## src/rtl/cpu_divide_iter.sv

```systemverilog
// cpu_divide_iter
//   Iterative restoring divider for the M-extension DIV/DIVU/REM/REMU ops.
//   BITS_PER_CYCLE quotient bits are resolved per RUN cycle on operand
//   magnitudes, and the signs are applied when the result is registered.
//   Divide-by-zero and signed overflow bypass the iteration.
//
// Ports
//   i_clock        clock, all state on rising edge
//   i_reset        synchronous active-high reset (clears outputs too)
//   i_valid        request valid
//   o_ready        unit can accept a request this cycle
//   i_signed       1: DIV/REM, 0: DIVU/REMU
//   i_numerator    dividend (XLEN)
//   i_denominator  divisor (XLEN)
//   i_flush        abort any operation in flight; blocks acceptance
//   o_valid        result valid, held until i_ready
//   i_ready        consumer takes the result
//   o_result       quotient (XLEN)
//   o_remainder    remainder (XLEN)
module cpu_divide_iter #(
  parameter int unsigned XLEN           = 32,
  parameter int unsigned BITS_PER_CYCLE = 2
) (
  input  logic            i_clock,
  input  logic            i_reset,
  input  logic            i_valid,
  output logic            o_ready,
  input  logic            i_signed,
  input  logic [XLEN-1:0] i_numerator,
  input  logic [XLEN-1:0] i_denominator,
  input  logic            i_flush,
  output logic            o_valid,
  input  logic            i_ready,
  output logic [XLEN-1:0] o_result,
  output logic [XLEN-1:0] o_remainder
);

  localparam int unsigned N  = XLEN / BITS_PER_CYCLE;
  localparam int unsigned CW = $clog2(N + 1);
  localparam logic [XLEN-1:0] MOST_NEG = {1'b1, {(XLEN-1){1'b0}}};

  typedef enum logic [1:0] {
    S_IDLE,
    S_RUN,
    S_DONE
  } state_t;

  state_t          state, state_nxt;
  logic [CW-1:0]   cnt;
  logic [XLEN-1:0] rem, quo, den;
  logic            neg_q, neg_r;
  logic            accept;

  // Operand preparation at accept
  logic            num_neg, den_neg, is_div0, is_ovf;
  logic [XLEN-1:0] num_mag, den_mag;
  logic [XLEN-1:0] ld_quo, ld_rem;
  logic [CW-1:0]   ld_cnt;
  logic            ld_neg_q, ld_neg_r;

  // Iteration datapath
  logic [XLEN-1:0] r_nxt, q_nxt;
  logic [XLEN:0]   shifted, diff;

  always_comb begin
    o_ready   = (state == S_IDLE) || ((state == S_DONE) && i_ready);
    accept    = i_valid && o_ready && !i_flush;
    state_nxt = state;
    case (state)
      S_IDLE:  if (accept) state_nxt = S_RUN;
      S_RUN:   if (cnt == '0) state_nxt = S_DONE;
      S_DONE:  if (i_ready) state_nxt = accept ? S_RUN : S_IDLE;
      default: state_nxt = S_IDLE;
    endcase
    if (i_flush) state_nxt = S_IDLE;
  end

  always_comb begin
    num_neg  = i_signed & i_numerator[XLEN-1];
    den_neg  = i_signed & i_denominator[XLEN-1];
    num_mag  = num_neg ? -i_numerator : i_numerator;
    den_mag  = den_neg ? -i_denominator : i_denominator;
    is_div0  = (i_denominator == '0);
    is_ovf   = i_signed && (i_numerator == MOST_NEG) && (i_denominator == '1);
    ld_quo   = num_mag;
    ld_rem   = '0;
    ld_cnt   = CW'(N);
    ld_neg_q = num_neg ^ den_neg;
    ld_neg_r = num_neg;
    // Special cases preload the final quotient/remainder and enter RUN with
    // the counter already at zero, so the normal result-register edge
    // publishes them one edge after accept.
    if (is_div0) begin
      ld_quo   = '1;
      ld_rem   = i_numerator;
      ld_cnt   = '0;
      ld_neg_q = 1'b0;
      ld_neg_r = 1'b0;
    end else if (is_ovf) begin
      ld_quo   = i_numerator;
      ld_rem   = '0;
      ld_cnt   = '0;
      ld_neg_q = 1'b0;
      ld_neg_r = 1'b0;
    end
  end

  // BITS_PER_CYCLE restoring steps; bit XLEN of the difference is the borrow
  // because the shifted partial remainder is always below twice the divisor.
  always_comb begin
    r_nxt   = rem;
    q_nxt   = quo;
    shifted = '0;
    diff    = '0;
    for (int unsigned i = 0; i < BITS_PER_CYCLE; i++) begin
      shifted = {r_nxt, q_nxt[XLEN-1]};
      diff    = shifted - {1'b0, den};
      q_nxt   = {q_nxt[XLEN-2:0], ~diff[XLEN]};
      r_nxt   = diff[XLEN] ? shifted[XLEN-1:0] : diff[XLEN-1:0];
    end
  end

  always_ff @(posedge i_clock) begin
    if (i_reset) begin
      state       <= S_IDLE;
      cnt         <= '0;
      rem         <= '0;
      quo         <= '0;
      den         <= '0;
      neg_q       <= 1'b0;
      neg_r       <= 1'b0;
      o_valid     <= 1'b0;
      o_result    <= '0;
      o_remainder <= '0;
    end else begin
      state <= state_nxt;
      if (i_flush) begin
        o_valid <= 1'b0;
      end else if (accept) begin
        o_valid <= 1'b0;
        quo     <= ld_quo;
        rem     <= ld_rem;
        den     <= den_mag;
        cnt     <= ld_cnt;
        neg_q   <= ld_neg_q;
        neg_r   <= ld_neg_r;
      end else if ((state == S_DONE) && i_ready) begin
        o_valid <= 1'b0;
      end else if (state == S_RUN) begin
        if (cnt == '0) begin
          o_valid     <= 1'b1;
          o_result    <= neg_q ? -quo : quo;
          o_remainder <= neg_r ? -rem : rem;
        end else begin
          rem <= r_nxt;
          quo <= q_nxt;
          cnt <= cnt - CW'(1);
        end
      end
    end
  end

endmodule
```

## config.mk

```make
export PLATFORM = sky130hd
export DESIGN_NAME = cpu_divide_iter
export DESIGN_NICKNAME = d
export VERILOG_FILES = /design/src/rtl/cpu_divide_iter.sv
export SDC_FILE = /design/constraint.sdc
export NUM_CORES = 1
export LEC_CHECK = 0
export BUFFER_PORTS_ARGS = -buffer_cell sky130_fd_sc_hd__buf_2
export CORE_MARGIN = 2
export CORE_UTILIZATION = 55
export CTS_BUF_LIST = sky130_fd_sc_hd__clkbuf_4 sky130_fd_sc_hd__clkbuf_8
export DETAILED_ROUTE_END_ITERATION = 12
export GPL_TIMING_DRIVEN = 0
export PLACE_DENSITY_LB_ADDON = 0.3
export SYNTH_ARGS = -nofsm -noshare
export SYNTH_HDL_FRONTEND = slang
export SYNTH_SLANG_ARGS = --single-unit
```

## constraint.sdc

```tcl
create_clock -name i_clock -period 6.9 [get_ports i_clock]
set_input_delay 2.07 -clock i_clock [delete_from_list [all_inputs] [get_ports i_clock]]
set_output_delay 2.07 -clock i_clock [all_outputs]
set_load 0.02 [all_outputs]
```

==> flow_metrics.py, run 1 <==
metrics = {
    "synth": {
        "synth_top_area_share_pct": 26.6,
        "synthArstFlopShare_pct": 0,
        "synth_nets": 1809,
        "ys_seq_area_share_pct": 26.6,
        "yosysMostFrequentCell": "nor2_1",
        "synth_warnings": 0,
        "ys.flop_type": "dfxtp_1",
        "netlist_top_cells_area": "dfxtp_1 27%, xor2_1 8.0%, ha_1 6.9%, a211oi_1 5.6%, a21oi_1 5.1%",
        "synth.avg_cell_area_um2": 7.68,
        "synthCells": 1666,
        "synthTopCellsByCount": "173 x nor2_1, 170 x dfxtp_1, 153 x nand2_1, 131 x a21oi_1, 119 x o21ai_0",
        "yosysTopAreaCell": "dfxtp_1",
        "synth_area_um2": 12800,
        "synth_edf_count": 0,
        "synth_seq_cells": 170,
        "ys_types": 67,
    },
    "worst_setup_path": {
        "path_delay_family": "compound AO/OA/AOI/OAI gates",
        "max_stage_delay_ns": 0.54,
        "cp.required_ns": 7.30,
        "regToRegStartpoint": "quo[31]$_SDFFE_PP0P_",
        "r2r_setup_slack_ns": 0.07,
        "startpoint_type": "register",
        "startpoint": "quo[31]$_SDFFE_PP0P_",
        "worst-setup-path-type": "register to register",
        "reg2reg_depth": 25,
        "crit_fanout": 10,
        "arrival_ns": 7.23,
        "cp-endpoint": "rem[28]$_SDFFE_PP0P_",
        "end_kind": "register",
        "rr_endpoint": "rem[28]$_SDFFE_PP0P_",
        "cpMaxStageDelayCell": "or4_1",
        "cp.depth": 25,
        "cp_num_buf_inv": 5,
    },
    "power": {
        "irDropWorstVdd_mv": 0.161,
        "p_comb_share_pct": 58.6,
        "switching_share_pct": 47.7,
        "power_frac_seq_pct": 24.1,
        "net-switching-power_mw": 2.16,
        "clockPowerShare_pct": 17.3,
        "leakage_nw": 5.79,
        "powerDensity_nw_per_um2": 313,
        "p_int_mw": 2.37,
    },
    "sta": {
        "post-route-min-period_ns": 6.83,
        "drv_slew": 0,
        "worstMarginPinSlew_ns": 0.999,
        "hold_ws_ns": 0.466,
        "rsz0062_at_grt": "yes",
        "skew_ns": 0.0181,
        "finalHoldViolCount": 0,
        "max_freq_ghz": 0.146,
        "fin_crit_sh_pct": 99.0,
        "worst_slack_ns": 0.0670,
        "finalSetupTns_ns": 0,
        "setup_viol_count_final": 0,
        "relSlewSlack_pct": 32.8,
    },
    "floorplan": {
        "die_w_um": 157,
        "io_pins": 136,
        "rows": 55,
        "core_area_um2": 22800,
        "start_util_pct": 56.2,
        "die_h_um": 157,
        "die_area_um2": 24500,
    },
    "status": {
        "status": "complete, no violations",
    },
    "cells_and_area": {
        "area_growth_pct": 12.8,
        "seq_area_um2": 3400,
        "finalNonFillerCells": 2150,
        "multi_input_area_um2": 8880,
        "final_nets": 1967,
        "drive_gt1_share_pct": 11.6,
        "n_antenna_cell": 0,
        "fill_cells": 2071,
        "utilization_pct": 63.4,
    },
    "global_route": {
        "grt_pass1_wl_mm": 70.0,
        "grt_pass1_vias": 12436,
        "grt_antenna_before_repair": 1,
        "grt_max_degree": 20,
        "track_usage_pct": 37.2,
        "grt_overflow": 0,
    },
    "worst_hold_path": {
        "hold_class": "register to register",
    },
    "placed_design": {
        "placed_cells": 2113,
        "dp.final_hpwl_mm": 36.7,
        "io_buffer_count": 134,
        "place.gp.congestion": 1.02,
        "pre_cts_ws_ns": -2.18,
    },
    "cts": {
        "clock_sinks": 170,
        "ctsRootBufferMaster": "clkbuf_8",
        "cts_max_path_buffers": 2,
        "cts_max_level": 4,
        "clk_pin_slew_ns": 0.11,
        "numCtsBuffers": 17,
        "clock_latency_ns": 0.50,
        "cts_tree": "built",
        "cts_hold_buf": 0,
    },
    "route": {
        "dr.pass1.iters": 6,
        "antenna_left": 0,
        "wirelength_mm": 46.5,
        "via_count": 13776,
        "drc": 0,
        "routed_via_density": 6.41,
        "wl_per_cell_um": 21.6,
        "drt_iter0_markers": 1396,
    },
    "flow_run": {
        "drv_cap": 0,
    },
}
==> power by group through the flow <==
stage / Sequential (mW) / Clock [mW] / Combinational, mW
3_5_place_dp: 1.11 / 0 / 2.38
6_report: 1.09 / 0.782 / 2.65
4_1_cts: 1.09 / 0.778 / 2.48
5_1_grt: 1.10 / 0.818 / 2.83
3_3_place_gp: 1.11 / 0 / 2.36
2_1_floorplan: 1.11 / 0 / 1.74
==> layout by cell type (no fill, tap or decap), types with 6 or more instances in the layout <==
master / n
inv_1: 63
a211oi_1: 95
dfxtp_1: 170
clkbuf_1: 72
a311oi_1: 8
or4_1: 17
nor2b_1: 13
nor2_1: 172
ha_1: 70
xnor2_1: 54
a21oi_1: 129
and2_1: 7
nand4_1: 12
o21ai_0: 114
clkbuf_8: 17
mux2i_1: 28
nand2b_1: 16
o21bai_1: 8
o211ai_1: 9
buf_2: 135
nand3_1: 15
inv_8: 7
a31oi_1: 11
o31ai_1: 39
a221oi_1: 18
clkbuf_4: 6
nand2_1: 152
buf_4: 7
a22oi_1: 9
o21a_1: 12
a21o_1: 45
a32oi_1: 8
nor4_1: 16
o41ai_1: 15
mux2_2: 7
nor3_1: 20
and3_1: 7
or3_1: 25
xor2_1: 117
buf_1: 11
==> routing by layer <==
metal / part of all wire [%] / vias up / wire length, µm / GRT usage, %
met2: 43 / 792 / 20200 / 57.9
met4: 4.0 / 2 / 1860 / 14.9
met1: 43 / 6427 / 19800 / 51.1
met3: 10 / 136 / 4650 / 6.65
li1: - / 6419 / - / -
met5: 0.011 / - / 5 / 0
==> worst register-to-register path: stages, from the launching register on <==
cell      delay, ns
dfxtp_1        0.34
inv_1          0.21
ha_1           0.23
inv_1          0.06
fa_1           0.42
a211oi_1       0.29
o211a_1        0.29
nor4b_4        0.09
o21a_1         0.29
a31oi_1        0.22
and2_1         0.26
clkbuf_4       0.27
buf_2          0.27
o21ai_0        0.20
ha_2           0.45
nand2_1        0.09
or4_1          0.54
o21ai_2        0.25
a41oi_2        0.25
a21oi_2        0.28
a31oi_4        0.16
a211oi_1       0.33
clkbuf_4       0.33
o21ai_0        0.12
a31o_2         0.27
a221oi_1       0.24
==> per-stage QoR <==
step                      area [µm²]  power (mW)
after floorplan                12800        2.85
after global placement         13900        3.47
after detailed placement       13900        3.49
after CTS                      14400        4.35
after global routing           14400        4.74
final                          14400        4.53
==> cells by family after synthesis <==
group                    synth area share [%]
XOR/XNOR                                 11.7
adder cells (fa/ha/maj)                  7.25
buffers and inverters                    4.67
AND/OR/NAND/NOR                          18.2
flip-flops                               26.6
AO/OA/AOI/OAI                            28.7
multiplexers                             2.81
==> state kept, by name, indices dropped and copies added (netlist names), 2 cells and up <==
signal       count
o_result        32
state            2
den             32
o_remainder     32
cnt              5
quo             32
rem             32
==> layout make-up <==
cell class / count / share of cell area (%)
Buffer: 95 / 2.76
Inverter: 63 / 1.64
Timing Repair Buffer: 139 / 4.90
Multi-Input combinational cell: 1338 / 61.5
Tap cell: 313 / 2.71
Sequential cell: 170 / 23.6
Clock buffer: 17 / 1.62
Clock inverter: 15 / 1.33
==> worst min path at each step <==
stage | cells after the start | slack, ns | to | startpoint
2_1_floorplan | 2 | 0.43 | den[17]$_SDFFE_PP0P_ | den[17]$_SDFFE_PP0P_
3_3_place_gp | 2 | 0.44 | den[17]$_SDFFE_PP0P_ | den[17]$_SDFFE_PP0P_
3_5_place_dp | 2 | 0.45 | den[17]$_SDFFE_PP0P_ | den[17]$_SDFFE_PP0P_
4_1_cts | 2 | 0.47 | den[17]$_SDFFE_PP0P_ | den[17]$_SDFFE_PP0P_
5_1_grt | 2 | 0.48 | o_remainder[0]$_SDFFE_PP0P_ | o_remainder[0]$_SDFFE_PP0P_
6_report | 2 | 0.47 | den[17]$_SDFFE_PP0P_ | den[17]$_SDFFE_PP0P_
==> repair_timing <==
action / CTS / global route
gates resized for setup: 29 / 15
pin swaps: 1 / 4
endpoints found under the setup margin: 33 / 33
buffers inserted: 1 / 4
No activity file was read; power rests on OpenSTA's default activity.
==> inputs of run 2 (changes only) <==
--- a/config.mk
+++ b/config.mk
@@ -11,7 +11,7 @@
 export CTS_BUF_LIST = sky130_fd_sc_hd__clkbuf_4 sky130_fd_sc_hd__clkbuf_8
 export DETAILED_ROUTE_END_ITERATION = 12
 export GPL_TIMING_DRIVEN = 0
-export PLACE_DENSITY_LB_ADDON = 0.3
+export PLACE_DENSITY = 0.81
 export SYNTH_ARGS = -nofsm -noshare
 export SYNTH_HDL_FRONTEND = slang
 export SYNTH_SLANG_ARGS = --single-unit
==> flow_metrics.py, run 2 (synthesis results as in run 1) <==
metrics = {
    "floorplan": {
        "rows": 55,
        "die_h_um": 157,
        "core_area_um2": 22800,
        "start_util_pct": 56.2,
        "die_w_um": 157,
        "die_area_um2": 24500,
        "io_pins": 136,
    },
    "cts": {
        "clk_pin_slew_ns": 0.11,
        "cts_max_path_buffers": 2,
        "clock_sinks": 170,
        "clock_latency_ns": 0.50,
        "cts_max_level": 4,
        "cts_tree": "built",
        "ctsRootBufferMaster": "clkbuf_8",
        "cts_hold_buf": 0,
        "numCtsBuffers": 17,
    },
    "sta": {
        "fin_crit_sh_pct": 97.0,
        "post-route-min-period_ns": 6.69,
        "setup_viol_count_final": 0,
        "finalHoldViolCount": 0,
        "drv_slew": 0,
        "max_freq_ghz": 0.149,
        "finalSetupTns_ns": 0,
        "worstMarginPinSlew_ns": 1.04,
        "skew_ns": 0.0284,
        "relSlewSlack_pct": 30.2,
    },
    "flow_run": {
        "drv_cap": 0,
    },
    "cells_and_area": {
        "area_growth_pct": 13.3,
        "n_antenna_cell": 0,
        "final_common_cell": "nor2_1",
        "finalNonFillerCells": 2152,
        "fill_cells": 2087,
        "final_nets": 1969,
        "final_cell_mix": "172 x nor2_1, 169 x dfxtp_1, 152 x nand2_1",
        "drive_gt1_share_pct": 12.0,
    },
    "worst_setup_path": {
        "reg2reg_depth": 24,
        "worst-setup-path-type": "register to register",
        "r2r_setup_slack_ns": 0.21,
        "cp.required_ns": 7.29,
        "cpMaxStageDelayCell": "o21ai_0",
        "startpoint": "den[0]$_SDFFE_PP0P_",
        "max_stage_delay_ns": 0.47,
        "crit_chain": "ha_1, inv_1, fa_1, a211oi_2, o211a_1, nor4b_4, o21a_1, a31oi_1, nand2_1, clkbuf_4, o21ai_0, inv_1, ha_1, nor2b_1, o31a_1, o31ai_2, nand2_1, o22ai_1, a21oi_1, a21oi_1, o21ai_0, a31oi_1, xor2_1, o32ai_1",
        "arrival_ns": 7.08,
        "end_kind": "register",
        "regToRegStartpoint": "den[0]$_SDFFE_PP0P_",
        "rr_endpoint": "rem[31]$_SDFFE_PP0P_",
        "crit_fanout": 10,
        "startpoint_type": "register",
    },
    "route": {
        "routed_via_density": 6.33,
        "drt_iter0_markers": 1496,
        "wirelength_mm": 49.3,
        "drc": 0,
        "wl_per_cell_um": 22.9,
        "dr.pass1.iters": 6,
        "antenna_left": 0,
        "via_count": 13618,
    },
    "power": {
        "irDropWorstVdd_mv": 0.169,
        "leakage_nw": 5.81,
        "powerDensity_nw_per_um2": 319,
        "design_power_total_mw": 4.63,
    },
    "worst_hold_path": {
        "min_path_cells": 2,
        "worstHoldStart": "o_remainder[30]$_SDFFE_PP0P_",
        "whs_endpoint": "o_remainder[30]$_SDFFE_PP0P_",
        "hold_class": "register to register",
    },
    "global_route": {
        "top_usage_layer": "met2",
        "grt_antenna_before_repair": 1,
        "grt_pass1_vias": 12551,
        "groute.layer.met3.usage_pct": 8.89,
        "grt_max_degree": 19,
        "gr-usage-met2_pct": 61.7,
        "use_met1_pct": 53.5,
        "track_usage_pct": 39.8,
        "grt_overflow": 0,
        "grt_pass1_wl_mm": 73.5,
    },
    "placed_design": {
        "dp.final_hpwl_mm": 39.3,
        "placed_cells": 2114,
        "place.gp.congestion": 1.04,
        "io_buffer_count": 134,
    },
    "status": {
        "status": "complete, no violations",
    },
}
==> run 2: changes by cell type in the layout (fill, tap and decap cells not counted), sizes merged <==
cell | before | now
clkinvlp | 0 | 1
clkbuf | 97 | 99
clkinv | 5 | 8
inv | 72 | 67
buf | 154 | 155
==> run 2: worst max path at each step <==
stage / end / cells after the start
2_1_floorplan: rem[23]$_SDFFE_PP0P_ / 27
3_3_place_gp: rem[14]$_SDFFE_PP0P_ / 26
3_5_place_dp: rem[14]$_SDFFE_PP0P_ / 25
4_1_cts: rem[23]$_SDFFE_PP0P_ / 27
5_1_grt: rem[28]$_SDFFE_PP0P_ / 25
6_report: rem[31]$_SDFFE_PP0P_ / 24
==> run 2: area by class of cell <==
cell class | count | area, µm² | area share [%]
Multi-Input combinational cell | 1338 | 8930 | 61.6
Inverter | 63 | 236 | 1.63
Sequential cell | 170 | 3400 | 23.5
Timing Repair Buffer | 141 | 721 | 4.97
Buffer | 95 | 398 | 2.74
Tap cell | 313 | 392 | 2.70
Clock inverter | 14 | 178 | 1.22
Clock buffer | 18 | 248 | 1.71
==> run 2: timing repair <==
action	CTS	global route
buffers inserted	1	5
pin swaps	1	3
resized for setup	33	19
endpoints found under the setup margin	33	33
gates cloned	0	0
==> run 2: through the flow <==
stage	utilization, %	worst slack (ns)	instance area [µm²]	hold WS [ns]
after global placement	60.9	-2.43	13900	0.440
after detailed placement	60.9	-2.52	13900	0.448
after CTS	63.2	0.0109	14400	0.463
after floorplan	-	0.607	12800	0.432
after global routing	63.7	-0.0723	14500	0.487
final	63.7	0.207	14500	0.464
==> run 2: worst max-delay path: cells and delay by family, from the launching register on <==
kind	cells	cell delay, ns
compound gates	13	3.91
flops	1	0.45
buf+inv	3	0.50
simple gates	4	0.60
fa+ha+maj	3	0.99
xor+xnor	1	0.11
==> run 2: per-layer routing <==
metal  share of wire [%]  routed length, µm
met1                  42              20800
met2                  43              21300
met3                  11               5230
met4                 4.1               2030
met5               0.026                 13
==> run 2: report_power, final <==
part | internal (mW) | switching [mW] | total, mW | leakage [nW]
clock network | 0.316 | 0.461 | 0.777 | 0.209
logic | 1.06 | 1.71 | 2.77 | 4.21
registers | 1.03 | 0.0591 | 1.09 | 1.39
total | 2.40 | 2.23 | 4.63 | 5.81
